$ cat src/rtl/dmem_pkg.sv
// ----------------------------------------------------------------------------
// dmem_pkg
//
// Shared types and constants for the data-memory dump unit.
//   dump_state_t : dump sequencer states (IDLE, DUMP, DONE)
//   WORD_BYTES   : bytes per memory word at the default 64-bit data width
//   BYTE_OFF     : number of low address bits that select a byte in a word
// ----------------------------------------------------------------------------
package dmem_pkg;

    localparam int DEFAULT_N  = 64;
    localparam int WORD_BYTES = DEFAULT_N / 8;
    localparam int BYTE_OFF   = 3;

    typedef enum logic [1:0] {
        IDLE = 2'd0,
        DUMP = 2'd1,
        DONE = 2'd2
    } dump_state_t;

endpackage : dmem_pkg

$ cat src/rtl/dmem_array.sv
// ----------------------------------------------------------------------------
// dmem_array
//
// DEPTH x N word storage with one synchronous write port and two
// combinational read ports (core load path and dump loader).
//
// Ports:
//   clk         : write clock, rising edge
//   we          : write enable
//   waddr       : write word index
//   wdata       : write data
//   core_raddr  : core load word index
//   core_rdata  : core load data (combinational)
//   dump_raddr  : dump loader word index
//   dump_rdata  : dump loader data (combinational)
//
// Contents start at zero and are deliberately not touched by reset, so a
// core reset keeps the program's data visible for a later dump.
// ----------------------------------------------------------------------------
module dmem_array #(
    parameter int N     = 64,
    parameter int DEPTH = 32,
    parameter int AW    = $clog2(DEPTH)
) (
    input  logic          clk,
    input  logic          we,
    input  logic [AW-1:0] waddr,
    input  logic [N-1:0]  wdata,
    input  logic [AW-1:0] core_raddr,
    output logic [N-1:0]  core_rdata,
    input  logic [AW-1:0] dump_raddr,
    output logic [N-1:0]  dump_rdata
);

    // Declaration initialiser gives the power-up zero contents.
    logic [N-1:0] mem_q [DEPTH] = '{default: '0};

    always_ff @(posedge clk) begin
        if (we) begin
            mem_q[waddr] <= wdata;
        end
    end

    // Both read ports see the pre-edge contents, so a register capturing
    // dump_rdata on the same edge as a store gets the old value.
    assign core_rdata = mem_q[core_raddr];
    assign dump_rdata = mem_q[dump_raddr];

endmodule : dmem_array

$ cat src/rtl/dmem_dump_unit.sv
// ----------------------------------------------------------------------------
// dmem_dump_unit
//
// Data memory for the single-cycle ARM core, plus a dump engine that
// streams every word in index order over a valid/ready port.
//
// Ports:
//   CLOCK_50       : clock, rising edge
//   reset          : asynchronous active-low reset (memory contents survive)
//   DM_addr        : core byte address; word index = DM_addr[AW+2:3]
//   DM_writeData   : core store data
//   DM_writeEnable : core store strobe
//   DM_readData    : core load data, combinational
//   dump           : dump request level; acted on at its rising edge
//   dump_valid     : a dump word is presented
//   dump_ready     : consumer accepts the presented word
//   dump_index     : index of the presented word
//   dump_data      : snapshot of the presented word
//   dump_done      : one-cycle pulse after the last word transfers
//   busy           : high while dumping and in the done cycle
//
// Handshake: a word transfers on a rising edge where dump_valid and
// dump_ready are both high. Once dump_valid is raised, dump_valid,
// dump_index and dump_data stay constant until that transfer; only reset
// can withdraw a presented word.
// ----------------------------------------------------------------------------
module dmem_dump_unit
    import dmem_pkg::*;
#(
    parameter int N     = 64,
    parameter int DEPTH = 32,
    parameter int AW    = $clog2(DEPTH)
) (
    input  logic          CLOCK_50,
    input  logic          reset,
    input  logic [N-1:0]  DM_addr,
    input  logic [N-1:0]  DM_writeData,
    input  logic          DM_writeEnable,
    output logic [N-1:0]  DM_readData,
    input  logic          dump,
    output logic          dump_valid,
    input  logic          dump_ready,
    output logic [AW-1:0] dump_index,
    output logic [N-1:0]  dump_data,
    output logic          dump_done,
    output logic          busy
);

    localparam logic [AW-1:0] LAST_IDX = AW'(DEPTH - 1);

    // ------------------------------------------------------------------
    // Address decode: byte offset and bits above the array are dropped,
    // so addresses wrap modulo DEPTH words.
    // ------------------------------------------------------------------
    logic [AW-1:0] core_idx;
    logic          unused_addr_bits;

    assign core_idx         = DM_addr[BYTE_OFF +: AW];
    assign unused_addr_bits = ^{DM_addr[N-1:BYTE_OFF+AW], DM_addr[BYTE_OFF-1:0]};

    // ------------------------------------------------------------------
    // State
    // ------------------------------------------------------------------
    dump_state_t   state_q, state_d;
    logic [AW-1:0] ptr_q, ptr_d;
    logic          dump_q, dump_d;
    logic          dump_valid_q, dump_valid_d;
    logic [N-1:0]  dump_data_q, dump_data_d;
    logic          dump_done_q, dump_done_d;
    logic          busy_q, busy_d;

    logic          dump_rise;
    logic          xfer;
    logic          load_snapshot;
    logic [N-1:0]  dump_rd_data;

    assign dump_rise = dump & ~dump_q;
    assign xfer      = dump_valid_q & dump_ready;

    // ------------------------------------------------------------------
    // Storage
    // ------------------------------------------------------------------
    // The loader reads at ptr_d so the word for the next presented index
    // is captured on the same edge that moves the pointer.
    dmem_array #(
        .N     (N),
        .DEPTH (DEPTH),
        .AW    (AW)
    ) u_array (
        .clk        (CLOCK_50),
        .we         (DM_writeEnable),
        .waddr      (core_idx),
        .wdata      (DM_writeData),
        .core_raddr (core_idx),
        .core_rdata (DM_readData),
        .dump_raddr (ptr_d),
        .dump_rdata (dump_rd_data)
    );

    // ------------------------------------------------------------------
    // Sequencer next-state and registered-output decode
    // ------------------------------------------------------------------
    always_comb begin
        state_d       = state_q;
        ptr_d         = ptr_q;
        dump_d        = dump;
        dump_valid_d  = dump_valid_q;
        dump_done_d   = 1'b0;
        busy_d        = busy_q;
        load_snapshot = 1'b0;

        unique case (state_q)
            IDLE: begin
                // Only IDLE listens for a request; edges seen in DUMP or
                // DONE are dropped rather than queued.
                if (dump_rise) begin
                    state_d       = DUMP;
                    ptr_d         = '0;
                    dump_valid_d  = 1'b1;
                    busy_d        = 1'b1;
                    load_snapshot = 1'b1;
                end
            end
            DUMP: begin
                if (xfer) begin
                    if (ptr_q == LAST_IDX) begin
                        state_d      = DONE;
                        dump_valid_d = 1'b0;
                        dump_done_d  = 1'b1;
                    end else begin
                        ptr_d         = ptr_q + AW'(1);
                        load_snapshot = 1'b1;
                    end
                end
            end
            DONE: begin
                state_d = IDLE;
                busy_d  = 1'b0;
            end
            default: begin
                state_d      = IDLE;
                dump_valid_d = 1'b0;
                busy_d       = 1'b0;
            end
        endcase
    end

    // Snapshot register: reloaded only when a new index is presented, so
    // stores to the presented word during a stall do not disturb it.
    always_comb begin
        dump_data_d = dump_data_q;
        if (load_snapshot) begin
            dump_data_d = dump_rd_data;
        end
    end

    always_ff @(posedge CLOCK_50 or negedge reset) begin
        if (!reset) begin
            state_q      <= IDLE;
            ptr_q        <= '0;
            dump_q       <= 1'b0;
            dump_valid_q <= 1'b0;
            dump_data_q  <= '0;
            dump_done_q  <= 1'b0;
            busy_q       <= 1'b0;
        end else begin
            state_q      <= state_d;
            ptr_q        <= ptr_d;
            dump_q       <= dump_d;
            dump_valid_q <= dump_valid_d;
            dump_data_q  <= dump_data_d;
            dump_done_q  <= dump_done_d;
            busy_q       <= busy_d;
        end
    end

    // ------------------------------------------------------------------
    // Outputs
    // ------------------------------------------------------------------
    assign dump_valid = dump_valid_q;
    assign dump_index = ptr_q;
    assign dump_data  = dump_data_q;
    assign dump_done  = dump_done_q;
    assign busy       = busy_q;

endmodule : dmem_dump_unit

$ cat config.mk
export PLATFORM = sky130hd
export DESIGN_NAME = dmem_dump_unit
export DESIGN_NICKNAME = d
export VERILOG_FILES = /design/src/rtl/dmem_pkg.sv /design/src/rtl/dmem_array.sv /design/src/rtl/dmem_dump_unit.sv
export SDC_FILE = /design/constraint.sdc
export NUM_CORES = 2
export LEC_CHECK = 0
export BUFFER_PORTS_ARGS = -buffer_cell sky130_fd_sc_hd__buf_2
export CAP_MARGIN = 40
export CORE_ASPECT_RATIO = 1.25
export CORE_MARGIN = 4
export CORE_UTILIZATION = 30
export DETAILED_ROUTE_END_ITERATION = 6
export GPL_TIMING_DRIVEN = 1
export PLACE_DENSITY_LB_ADDON = 0.12
export SLEW_MARGIN = 20
export SYNTH_ARGS = -nofsm -noshare
export SYNTH_HDL_FRONTEND = slang
export SYNTH_SLANG_ARGS = --single-unit
$ cat constraint.sdc
create_clock -name CLOCK_50 -period 6.12 [get_ports CLOCK_50]
set_input_delay 1.836 -clock CLOCK_50 [delete_from_list [all_inputs] [get_ports CLOCK_50]]
set_output_delay 1.836 -clock CLOCK_50 [all_outputs]
set_load 0.01 [all_outputs]
==> flow_summary.yaml <==
outcome:
  outcome: "finished, final reports clean"
yosys:
  synth_nets: 6087
  synth-main-ff-cell: "edfxtp_1"
  ys_ff_latch: 2123
  yosys.area.top_type_share_pct: 64.0
  synth.most_common_cell: "edfxtp_1"
  yosys.area.top_type: "edfxtp_1"
  avgSynthCellArea_um2: 16.1
  synth_cell_types: 57
  yosysWarnings: 0
  synthArstFlopShare_pct: 3.53
  synth_area_leaders: "edfxtp_1 (64%), mux4_2 (15%), nand2_1 (3.8%)"
  synth-seq-area-share_pct: 66.0
  syn_inst: 5953
  synth_edf_count: 2048
  synth_common_cells: "edfxtp_1 (2048), nand2_1 (966), mux4_2 (639)"
  netlist_area_um2: 96000
grt:
  grt_antenna_before_repair: 43
  track_usage_pct: 22.4
  globalRouteOverflowTotal: 0
  grt_start_max_net_pins: 135
  grt_pass1_vias: 63500
  grt_pass1_wl_um: 517000
detailed_routing:
  routed_wl_um: 377000
  drt_iter0_drc: 6966
  wl_per_cell_um: 35.5
  vias: 62500
  drc: 0
  routed_via_density: 5.88
  ant_nets: 0
  firstDrtPassIters: 5
cts:
  cts_hold_buf: 0
  clock-sinks: 2123
  clockRootBuffer: "clkbuf_16"
  cts_tree: "built"
  cts_max_level: 4
  cts.path.max_buffers: 4
  post_cts_buffers: 0
  ctsResizeCount: 0
  clk-insertion-delay-late_ns: 0.92
  cts_buffers: 237
  clkTransAtPathRegs_ns: 0.06
floorplan:
  rows: 232
  die_area_um2: 329000
  ioPinCount: 269
  die_h_um: 641
  core_um2: 319000
  start_util_pct: 30.1
  fp.dieW_um: 514
sta:
  grt_setup_unrepaired: "false"
  setup_viol: 0
  slew_violations: 0
  post-route-min-period_ns: 5.97
  worst_slew_pin_slew_ns: 0.967
  hold_viol: 0
  whs_ns: 0.482
  finalCritPeriodShare_pct: 97.5
  fin_tns_setup_ns: 0
  max_freq_mhz: 168
  skew_ns: 0.0534
  fin_ws_ns: 0.153
  slew_headroom_pct: 35.5
setup_path:
  critPathArrivalTime_ns: 4.13
  cp.required_ns: 4.28
  path_max_fanout: 43
  end_kind: "output port"
  critPathKind: "primary input to output port"
  start_kind: "primary input"
hold_path:
  holdCritPathClass: "register to register"
finish:
  nets: 6336
  area_delta_synth_final_pct: 17.4
  instances_no_fill: 10600
  final_area_um2: 113000
  drive_above_1_share_pct: 26.0
  nFillCells: 30100
  fin_util_pct: 35.3
place:
  place_ws_ns: 0.134
  place_area_um2: 105000
  numPortBuffers: 209
  gp_congestion: 0.791
  dpl.hpwl_um: 208000
  numPlacedInstances: 10200
job:
  drv_cap: 0
pwr:
  peakVddDrop_mv: 0.580
  power.leakage_nw: 35.9
  cellPowerDensity_nw_per_um2: 397
  finalPower_mw: 44.8
path summary, 6_finish.rpt:
check	startpoint	end	slack (ns)	cells past startpoint
max	DM_addr[3]	DM_readData[54]	0.15	8
max reg2reg	dump_index[1]	dump_data[57]	2.10	10
min reg2reg	dump_data[56]	dump_data[56]	0.48	2
min in group asynchronous	reset	dump_data[45]	0.83	1
min	dump_data[56]	dump_data[56]	0.48	2
max in group asynchronous	reset	dump_data[21]	4.05	3
registers in the layout, indices dropped and copies added (netlist names):
name and flops:
dump_data 64, u_array.mem_q 2048, state_q 2, dump_index 5
dump_q 1, dump_valid 1, busy 1, dump_done 1
report_power, final:
group | leakage [nW] | switching [mW] | total, mW | internal (mW)
sequential | 19.4 | 0.427 | 16.8 | 16.3
clock | 3.76 | 5.99 | 14.3 | 8.35
combinational | 12.8 | 8.82 | 13.7 | 4.84
final cells by class:
type / instances / area, um2 / share of cell area [%]
Sequential cell: 2123 / 63400 / 56.2
Tap cell: 4212 / 5270 / 4.67
Antenna cell: 12 / 30.0 / 0.0266
Clock buffer: 316 / 6470 / 5.74
Inverter: 4 / 46.3 / 0.0411
Clock inverter: 121 / 1210 / 1.07
Timing Repair Buffer: 531 / 5420 / 4.81
Multi-Input combinational cell: 3305 / 30900 / 27.4
worst max-delay path: stages:
cell	delay [ns]
buf_8	0.54
buf_12	0.29
buf_4	0.21
mux4_2	0.32
a22oi_1	0.21
nand4_1	0.25
buf_4	0.24
buf_2	0.14
logic make-up after synthesis:
family	after synthesis	share of synthesized area (%)
AOI/OAI and AO/OA	1296	9.90
adders and majority gates	1	0.0130
buffers and inverters	525	2.18
DFF	2123	66.0
muxes	767	16.4
and+or+nand+nor	1241	5.51
cells in the final DEF (no fill, tap or decap), types with 3 or more instances in the layout:
cell / synthesis / final
clkbuf_1: 359 / 59
nand3_1: 7 / 6
buf_4: 1 / 169
o211ai_1: 65 / 65
mux4_2: 639 / 639
o221ai_2: 25 / 25
clkbuf_8: 0 / 16
nand2_4: 0 / 3
nand3b_1: 3 / 3
buf_12: 0 / 151
o221ai_1: 39 / 39
edfxtp_1: 2048 / 2048
clkinvlp_4: 0 / 9
o31ai_1: 64 / 64
clkinv_4: 0 / 4
and2_4: 0 / 3
dfrtp_1: 75 / 75
buf_2: 54 / 206
clkinv_1: 0 / 35
bufinv_16: 0 / 23
and3_1: 135 / 133
o22ai_1: 63 / 63
nand2_1: 966 / 963
a22oi_1: 256 / 256
clkbuf_16: 0 / 241
mux2i_1: 65 / 65
o21ai_0: 68 / 67
nand4_1: 65 / 65
diode_2: 0 / 12
a32oi_1: 315 / 315
mux2_2: 63 / 63
a21oi_1: 255 / 254
nor2_1: 40 / 6
clkinv_2: 0 / 45
nor2_4: 0 / 34
a211oi_1: 130 / 130
inv_6: 0 / 3
per-layer routing:
metal	vias up	part of all wire, %	global-route usage, %
li1	25300	-	-
met1	33600	42	30.3
met2	2883	47	36.2
met3	707	6.7	3.52
met4	14	4.1	8.48
met5	-	0.024	0
Note: power is estimated with default switching activity, not from simulation.
